### config.mk
export PLATFORM = sky130hd
export DESIGN_NAME = fetch_queue
export DESIGN_NICKNAME = d
export VERILOG_FILES = /design/src/rtl/fetch_pkg.sv /design/src/rtl/fetch_queue_mem.sv /design/src/rtl/fetch_queue.sv
export SDC_FILE = /design/constraint.sdc
export NUM_CORES = 1
export LEC_CHECK = 0
export ABC_AREA = 1
export BUFFER_PORTS_ARGS = -buffer_cell sky130_fd_sc_hd__buf_2
export CORE_UTILIZATION = 54
export CTS_CLUSTER_SIZE = 28
export DETAILED_ROUTE_END_ITERATION = 16
export GPL_TIMING_DRIVEN = 0
export PLACE_DENSITY = 0.79
export SLEW_MARGIN = 20
export SYNTH_ARGS = -nofsm -noshare
export SYNTH_HDL_FRONTEND = slang
export SYNTH_SLANG_ARGS = --single-unit
export TNS_END_PERCENT = 20
### constraint.sdc
create_clock -name clk -period 5.56 [get_ports clk]
set_clock_uncertainty 0.2 [all_clocks]
set_input_delay 1.112 -clock clk [delete_from_list [all_inputs] [get_ports clk]]
set_output_delay 1.112 -clock clk [all_outputs]
set_load 0.005 [all_outputs]
### src/rtl/fetch_pkg.sv
// Shared fetch-stage types and constants, reused by the fetch queue, the decode
// stage and the pipeline registers.
package fetch_pkg;

    localparam int INSTR_W = 32;
    localparam int ADDR_W  = 32;

    localparam logic [INSTR_W-1:0] NOP_INSTR = 32'h0000_0000;

    typedef struct packed {
        logic [INSTR_W-1:0] instr;
        logic [ADDR_W-1:0]  add4;
    } fetch_pair_t;

endpackage

### src/rtl/fetch_queue_mem.sv
// Register array for the fetch queue: DEPTH entries of {instr, add4}.
// It has one synchronous write port and one asynchronous read port. The entries are not reset.
module fetch_queue_mem
    import fetch_pkg::*;
#(
    parameter int DEPTH = 4,
    parameter int AW    = $clog2(DEPTH)
) (
    input  logic          clk,
    input  logic          we,
    input  logic [AW-1:0] waddr,
    input  fetch_pair_t   wdata,
    input  logic [AW-1:0] raddr,
    output fetch_pair_t   rdata
);

    fetch_pair_t mem [DEPTH];

    always_ff @(posedge clk) begin
        if (we) begin
            mem[waddr] <= wdata;
        end
    end

    assign rdata = mem[raddr];

endmodule

### src/rtl/fetch_queue.sv
// Instruction FIFO between fetch and decode, with a flush on pipeline redirect.
// Optional empty-queue forwarding path, enabled by defining FETCH_QUEUE_BYPASS_EN.
module fetch_queue
    import fetch_pkg::*;
#(
    parameter int DEPTH = 4
) (
    input  logic                    clk,
    input  logic                    reset,
    input  logic                    in_valid,
    input  logic [INSTR_W-1:0]      in_instr,
    input  logic [ADDR_W-1:0]       in_add4,
    output logic                    in_ready,
    output logic                    out_valid,
    output logic [INSTR_W-1:0]      out_instr,
    output logic [ADDR_W-1:0]       out_add4,
    input  logic                    out_ready,
    input  logic                    flush,
    output logic [$clog2(DEPTH):0]  count
);

    localparam int AW = $clog2(DEPTH);
    localparam logic [AW:0]   CNT_FULL = (AW+1)'(DEPTH);
    localparam logic [AW:0]   CNT_ONE  = (AW+1)'(1);
    localparam logic [AW-1:0] PTR_ONE  = AW'(1);

    logic [AW-1:0] wp;
    logic [AW-1:0] rp;
    logic [AW:0]   cnt;
    fetch_pair_t   head;
    fetch_pair_t   in_pair;
    logic          bypass;
    logic          push;
    logic          write;
    logic          pop;
    logic          pop_q;

    assign in_pair = {in_instr, in_add4};

`ifdef FETCH_QUEUE_BYPASS_EN
    assign bypass = (cnt == '0) && in_valid && !flush;
`else
    assign bypass = 1'b0;
`endif

    // in_ready depends on stored state only, so fetch never sees a path from decode's stall.
    assign in_ready  = (cnt != CNT_FULL);
    assign out_valid = !flush && ((cnt != '0) || bypass);
    assign push      = in_valid && in_ready;
    assign pop       = out_valid && out_ready;
    assign write     = push && !(bypass && out_ready);
    assign pop_q     = pop && !bypass;

    assign out_instr = !out_valid ? NOP_INSTR : (bypass ? in_instr : head.instr);
    assign out_add4  = !out_valid ? '0        : (bypass ? in_add4  : head.add4);
    assign count     = cnt;

    fetch_queue_mem #(
        .DEPTH (DEPTH),
        .AW    (AW)
    ) u_mem (
        .clk   (clk),
        .we    (write),
        .waddr (wp),
        .wdata (in_pair),
        .raddr (rp),
        .rdata (head)
    );

    // A flush drops everything behind wp, but it keeps a same-cycle push: that push is the delay slot.
    always_ff @(posedge clk) begin
        if (reset) begin
            wp  <= '0;
            rp  <= '0;
            cnt <= '0;
        end else begin
            if (write) begin
                wp <= wp + PTR_ONE;
            end
            if (flush) begin
                rp  <= wp;
                cnt <= write ? CNT_ONE : '0;
            end else begin
                if (pop_q) begin
                    rp <= rp + PTR_ONE;
                end
                case ({write, pop_q})
                    2'b10:   cnt <= cnt + CNT_ONE;
                    2'b01:   cnt <= cnt - CNT_ONE;
                    default: cnt <= cnt;
                endcase
            end
        end
    end

endmodule

==> out/metrics.csv, run 1 <==
stage,metric,value,unit
status,outcome,completed,
clocking,Max clock buf depth,3,
floorplan,core footprint,0.01877,mm^2
clocking,post-cts resize count,0,
critical_path,critical path arrival,2310,ps
floorplan,Die Span Y,140.6,um
grt,largest net degree at the start of global routing,25,
place,PortBufs,137,
synthesis,Yosys warning count,0,
worst_hold_path,Hold Path Class,flip-flop to flip-flop,
critical_path,"slowest stage cell, crit path",buf_2,
place,Routability Congestion,0.8036,
critical_path,crit path kind,input port to output port,
grt,first-pass GRT wire length,34.16,mm
clocking,clock slew at reported path FFs,60,ps
grt,GR Overflow Total,0,
synthesis,"Distinct cells, synth",26,
clocking,hold buffers post-CTS,0,
pwr,Power Density,347.4,mW/mm^2
routing,post-DR vias/cell,5.485,
clocking,CTS tree,built,
timing,f_max,0.2758,GHz
synthesis,post-synthesis register bit count,265,
finish,share of layout cells above drive strength 1,0.2120,
clocking,CTS buffer count,25,
place,"worst slack, placed",1947,ps
floorplan,Die X,140.6,um
grt,initial antenna violation count,3,
pwr,VDD IR max,0.2799,mV
finish,Final Cell Area,0.01241,mm^2
timing,RSZ-0062 raised after global routing,no,
critical_path,CP most frequent cell,buf_2,
critical_path,crit-path max FO,10,
finish,FILL cells,1331,
synthesis,fraction of registers with async set/reset,0,
clocking,CTS root buf,clkbuf_16,
synthesis,sequential fraction of the synthesis area,0.7584,
critical_path,"Cell Chain, Critical Path",buf_2 -> a21oi_4 -> inv_2 -> buf_2 -> a21oi_1 -> buf_2,
timing,final worst slack,1934,ps
synthesis,ys flop type,edfxtp_1,
routing,Final ANT Viol Nets,0,
timing,worst slew pin tran,742.3,ps
timing,Setup-failing EPs final,0,
synthesis,Post-synth EDFFs,256,
clocking,H-tree levels,1,
clocking,Post-CTS Setup Inserts,0,
finish,Layout area overhead,19.66,%
timing,slew margin rel.,0.5040,
synthesis,synthesized cell area,0.01037,mm^2
place,dpl hpwl,14.09,mm
routing,final wirelength,22.50,mm
routing,DR pass1 iterations,6,
routing,routed vias,6856,
timing,Tcrit/Tclk final,0.6522,
critical_path,r2r setup slk,3290,ps
synthesis,Syn Nets,898,
pwr,Final Power,4.312,mW
floorplan,Site Rows,50,
timing,Final Max Tran Viols,0,
critical_path,Critical Path Max Stage Delay,240,ps
grt,Total GRT Usage,0.2284,
routing,DRC,0,
place,Area after DPL,0.01163,mm^2
clocking,clock latency on the worst-skew pair,520,ps
routing,drt initial violations,600,
synthesis,synthesized instance count,824,
timing,Fin. Hold Viols,0,
synthesis,Post-Syn Area per Cell,12.59,um^2
floorplan,Starting Density,0.5527,
clocking,Num Clock Sinks,265,
critical_path,critical path startpoint category,input port,
place,Placed Instances,1205,
floorplan,Die Area,0.01977,mm^2
timing,Final min period,3626,ps
grt,vias in the first global route,6498,
finish,final net count,1072,
routing,wire per inst,18.00,um
finish,fin cells,1250,
run,MaxCap Viol Count,0,
critical_path,CP required,4250,ps
floorplan,# IOs,138,
pwr,Leak Pwr,4.576,nW
critical_path,Setup crit end kind,output port,
## layout make-up
cell class,instances,area [um^2],share of cell area
Antenna cell,2,5.005,0.0004032
Timing Repair Buffer,147,930.9,0.07499
Buffer,48,215.2,0.01734
Clock inverter,12,132.6,0.01068
Inverter,16,60.06,0.004838
Sequential cell,265,7868,0.6338
Clock buffer,31,648.1,0.05221
Multi-Input combinational cell,495,2261,0.1821
Tap cell,234,292.8,0.02359
## stage by stage
step                hold WS, ps  setup TNS, ps  utilization
floorplan                 256.3              0            -
global placement          280.0        -301120       0.6049
detailed placement        282.2              0       0.6195
CTS                       291.3              0       0.6611
global route              311.8              0       0.6613
finish                    294.4              0       0.6614
## metal layers
metal	global-route usage	part of all wire	vias to the layer above
li1	-	-	3278
met1	0.2970	0.40	3243
met2	0.3833	0.49	282
met3	0.04314	0.079	51
met4	0.08982	0.026	2
met5	0	0.00067	-
## synthesized netlist by cell type, types with 2 or more instances
cell      count  area (um^2)
buf_1         9        33.78
edfxtp_1    256         7687
nor2_1      260        975.9
buf_2        22        110.1
nand2_1       9        33.78
ha_1          4        50.05
clkbuf_1     16        60.06
nand2_2       2        12.51
o21ai_0     129        645.6
dfxtp_1       9        180.2
inv_1        12        45.04
a21oi_1      72        360.4
nand3_1       5        25.02
inv_2         4        15.01
o21ai_1       4        20.02
## cells by family (layout without fill, tap and decap cells)
group	after synthesis	in the layout	synth area share
and+or+nand+nor	280	280	0.1048
DFF	265	265	0.7584
AOI/OAI and AO/OA	209	209	0.1026
buffers and inverters	64	254	0.02653
adders and majority gates	5	5	0.006755
xor gates and xnor gates	1	1	0.0008444
other	0	2	0
## registers in the layout, indices dropped and copies added (netlist names), named ones only
name       cells
count          3
rp             2
u_mem.mem    256
wp             2
## worst max-delay path: cells and delay by family
kind | cells | cell delay [ps]
AO/OA/AOI/OAI | 2 | 450
buffers and inverters | 4 | 740
## power breakdown
part	total, mW	switching [mW]	internal (mW)
sequential	2.30	0.0205	2.28
clock	1.63	0.669	0.960
combinational	0.382	0.255	0.127
## layout by cell type (no fill, tap or decap), drive strengths merged
| cell type | count |
|---|---|
| nor2 | 261 |
| inv | 16 |
| xnor2 | 1 |
| nand4 | 1 |
| clkbuf | 47 |
| clkinv | 7 |
| dfxtp | 9 |
| clkinvlp | 2 |
| nor3 | 1 |
| bufinv | 3 |
| a21oi | 74 |
| ha | 4 |
| buf | 179 |
| edfxtp | 256 |
| nand2 | 11 |
| diode | 2 |
| nand3 | 6 |
| o21ai | 133 |
| a31oi | 1 |
| fa | 1 |
| o21bai | 1 |
## path summary, 6_finish.rpt
path,from,endpoint,cells past startpoint
max,flush,out_add4[6],6
min,rp[1],flip-flop,2
max reg2reg,count[0],count[2],12
min reg2reg,rp[1],flip-flop,2
Power figures use the tool's default switching activity.
==> inputs of run 2 (changes only) <==
Settings changed: ABC_AREA 1 to 0, CORE_UTILIZATION 54 to 52, PLACE_DENSITY 0.79 to 0.8.
Clock period 5.56 ns to 3 ns, I/O delays scaled along.
==> run 2 against run 1 <==
- flip-flop and latch count is the same
- via count is 26% lower
- register-to-register slack worse by 2700 ps
- sequential power up 87%
- combinational power up 79%
- utilization is 2.3 points lower
- non-clock buffer count is 31 lower
- count of clock-buffer cells in the layout is 2 higher
- total power increased by 83%
- critical path depth fell by 1
- synthesized cell count down 43%
- highest routed layer is now met4
==> out/metrics.csv, run 2 <==
stage,metric,value,unit
finish,Finished Core Util,0.6389,
critical_path,critical path startpoint category,flip-flop,
synthesis,most common library cells after synthesis,"edfxtp_1, and2_1, mux4_2, dfxtp_1, clkbuf_1",
floorplan,# IOs,138,
pwr,Leak Pwr,4.297,nW
critical_path,Setup crit end kind,output port,
finish,share of layout cells above drive strength 1,0.4097,
routing,drt initial violations,322,
status,outcome,completed,
synthesis,synthesized instance count,473,
synthesis,cell taking the most area after synthesis,edfxtp_1,
routing,DRC,0,
place,Placed Instances,873,
clocking,Max clock buf depth,3,
finish,max FFs per register,256,
timing,Final min period,2894,ps
timing,f_max,0.3456,GHz
timing,Fin. Hold Viols,0,
critical_path,crit-path max FO,10,
routing,wire per inst,20.40,um
clocking,H-tree levels,1,
place,PortBufs,136,
routing,routed vias,5042,
pwr,Final Power,7.897,mW
synthesis,Synth area leaders,"edfxtp_1, mux4_2, and2_1, dfxtp_1, buf_4",
timing,final worst slack,106.2,ps
grt,initial antenna violation count,0,
timing,slew margin rel.,0.6493,
critical_path,CP most frequent cell,buf_2,
worst_hold_path,hold_sp,in_add4[18],
place,Area after DPL,0.01133,mm^2
floorplan,Die X,142.3,um
grt,largest net degree at the start of global routing,36,
pwr,Power Density,650.0,mW/mm^2
floorplan,Starting Density,0.5380,
finish,fin cells,919,
timing,RSZ-0062 raised after global routing,yes,
routing,post-DR vias/cell,5.486,
synthesis,"count leader, synth",edfxtp_1,
floorplan,Site Rows,50,
critical_path,CP required,2200,ps
synthesis,Syn Nets,547,
clocking,clock slew at reported path FFs,60,ps
grt,first-pass GRT wire length,29.51,mm
finish,Top reg by flops,u_mem.mem,
clocking,CTS buffer count,25,
floorplan,Die Area,0.02024,mm^2
place,"worst slack, placed",-167.6,ps
synthesis,fraction of registers with async set/reset,0,
finish,ant diodes,0,
synthesis,post-synthesis register bit count,265,
finish,final net count,714,
synthesis,Yosys warning count,0,
critical_path,"slowest stage cell, crit path",mux4_2,
timing,Tcrit/Tclk final,0.9646,
finish,Final Cell Area,0.01215,mm^2
worst_hold_path,Hold Path Class,input port to flip-flop,
clocking,hold buffers post-CTS,0,
synthesis,ys flop type,edfxtp_1,
pwr,VDD IR max,0.5484,mV
routing,Final ANT Viol Nets,0,
clocking,CTS root buf,clkbuf_16,
critical_path,R2R Path Start,count[0],
finish,"most common cell after layout, fill and taps aside",edfxtp_1,
routing,DR pass1 iterations,5,
floorplan,Die Span Y,142.3,um
finish,Layout area overhead,18.76,%
synthesis,sequential fraction of the synthesis area,0.7690,
place,Routability Congestion,0.7728,
timing,Final Max Tran Viols,0,
finish,area occupied by registers,0.007870,mm^2
synthesis,Post-Syn Area per Cell,21.63,um^2
critical_path,Critical Path Max Stage Delay,350,ps
critical_path,crit path kind,flip-flop to output port,
synthesis,"Distinct cells, synth",35,
critical_path,"Buf+Inv Stages, Crit Path",3,
clocking,Post-CTS Setup Inserts,0,
synthesis,Post-synth EDFFs,256,
routing,final wirelength,18.74,mm
finish,most frequent cells in the layout,"edfxtp_1, buf_2, mux4_2, and2_1, clkbuf_16",
clocking,CTS tree,built,
grt,vias in the first global route,5492,
run,MaxCap Viol Count,0,
clocking,clock latency on the worst-skew pair,510,ps
place,dpl hpwl,11.89,mm
timing,Setup-failing EPs final,0,
finish,FILL cells,1311,
timing,worst slew pin tran,526.1,ps
floorplan,core footprint,0.01902,mm^2
critical_path,"Cell Chain, Critical Path",clkbuf_2 -> buf_2 -> mux4_2 -> and2_1 -> buf_2,
critical_path,critical path arrival,2090,ps
finish,multi-input logic area,0.002240,mm^2
critical_path,Top delay family on crit path,buffers and inverters,
synthesis,synthesized cell area,0.01023,mm^2
grt,Total GRT Usage,0.1939,
clocking,Num Clock Sinks,265,
grt,GR Overflow Total,0,
synthesis,Yosys top cell area share,0.7514,
## run 2: kinds of logic after synthesis
kind of cell / Yosys count / synth area share
xor gates and xnor gates: 2 / 0.001712
DFF: 265 / 0.7690
muxes: 66 / 0.1428
buffers and inverters: 30 / 0.01394
and+or+nand+nor: 91 / 0.05418
adders and majority gates: 5 / 0.006849
AOI/OAI and AO/OA: 14 / 0.01150
## run 2: path summary, 6_finish.rpt
path	to	slack (ps)	cells past startpoint
min	u_mem.mem[0][18]	100	1
max reg2reg	u_mem.mem[3][3]	640	4
max	out_add4[20]	110	5
min reg2reg	wp[1]	380	2
## run 2: layout make-up
type,count,share of cell area
timing repair buffer,140,0.06261
buffer,24,0.01452
tap,260,0.02677
multi-input combinational,178,0.1843
inverter,6,0.001854
sequential,265,0.6477
clock buffer,33,0.05478
clock inverter,13,0.007414
## run 2: timing repair
action                                  4_1_cts  5_1_grt
endpoints found under the hold margin         0        0
cloned                                        0        0
resized for setup                            16       16
endpoints found under the setup margin       64       60
## run 2: power breakdown
part | internal [mW] | leakage, nW | switching, mW
clock network | 1.65 | 0.371 | 1.26
registers | 4.26 | 2.43 | 0.0491
logic | 0.332 | 1.50 | 0.353
total | 6.24 | 4.30 | 1.66
## run 2: per-layer routing
| metal | track usage | part of all wire | vias to the layer above |
|---|---|---|---|
| li1 | - | - | 2261 |
| met1 | 0.2480 | 0.40 | 2590 |
| met2 | 0.3442 | 0.52 | 158 |
| met3 | 0.03600 | 0.059 | 33 |
| met4 | 0.04641 | 0.016 | 0 |
| met5 | 0 | 0 | - |
## run 2: metrics by stage
step	hold slack (ps)	setup TNS, ps
2_1_floorplan	313.6	-9979
3_3_place_gp	325.4	-252590
3_5_place_dp	375.6	-5473
4_1_cts	83.75	-0.7985
5_1_grt	89.65	-6.751
6_report	100.6	0
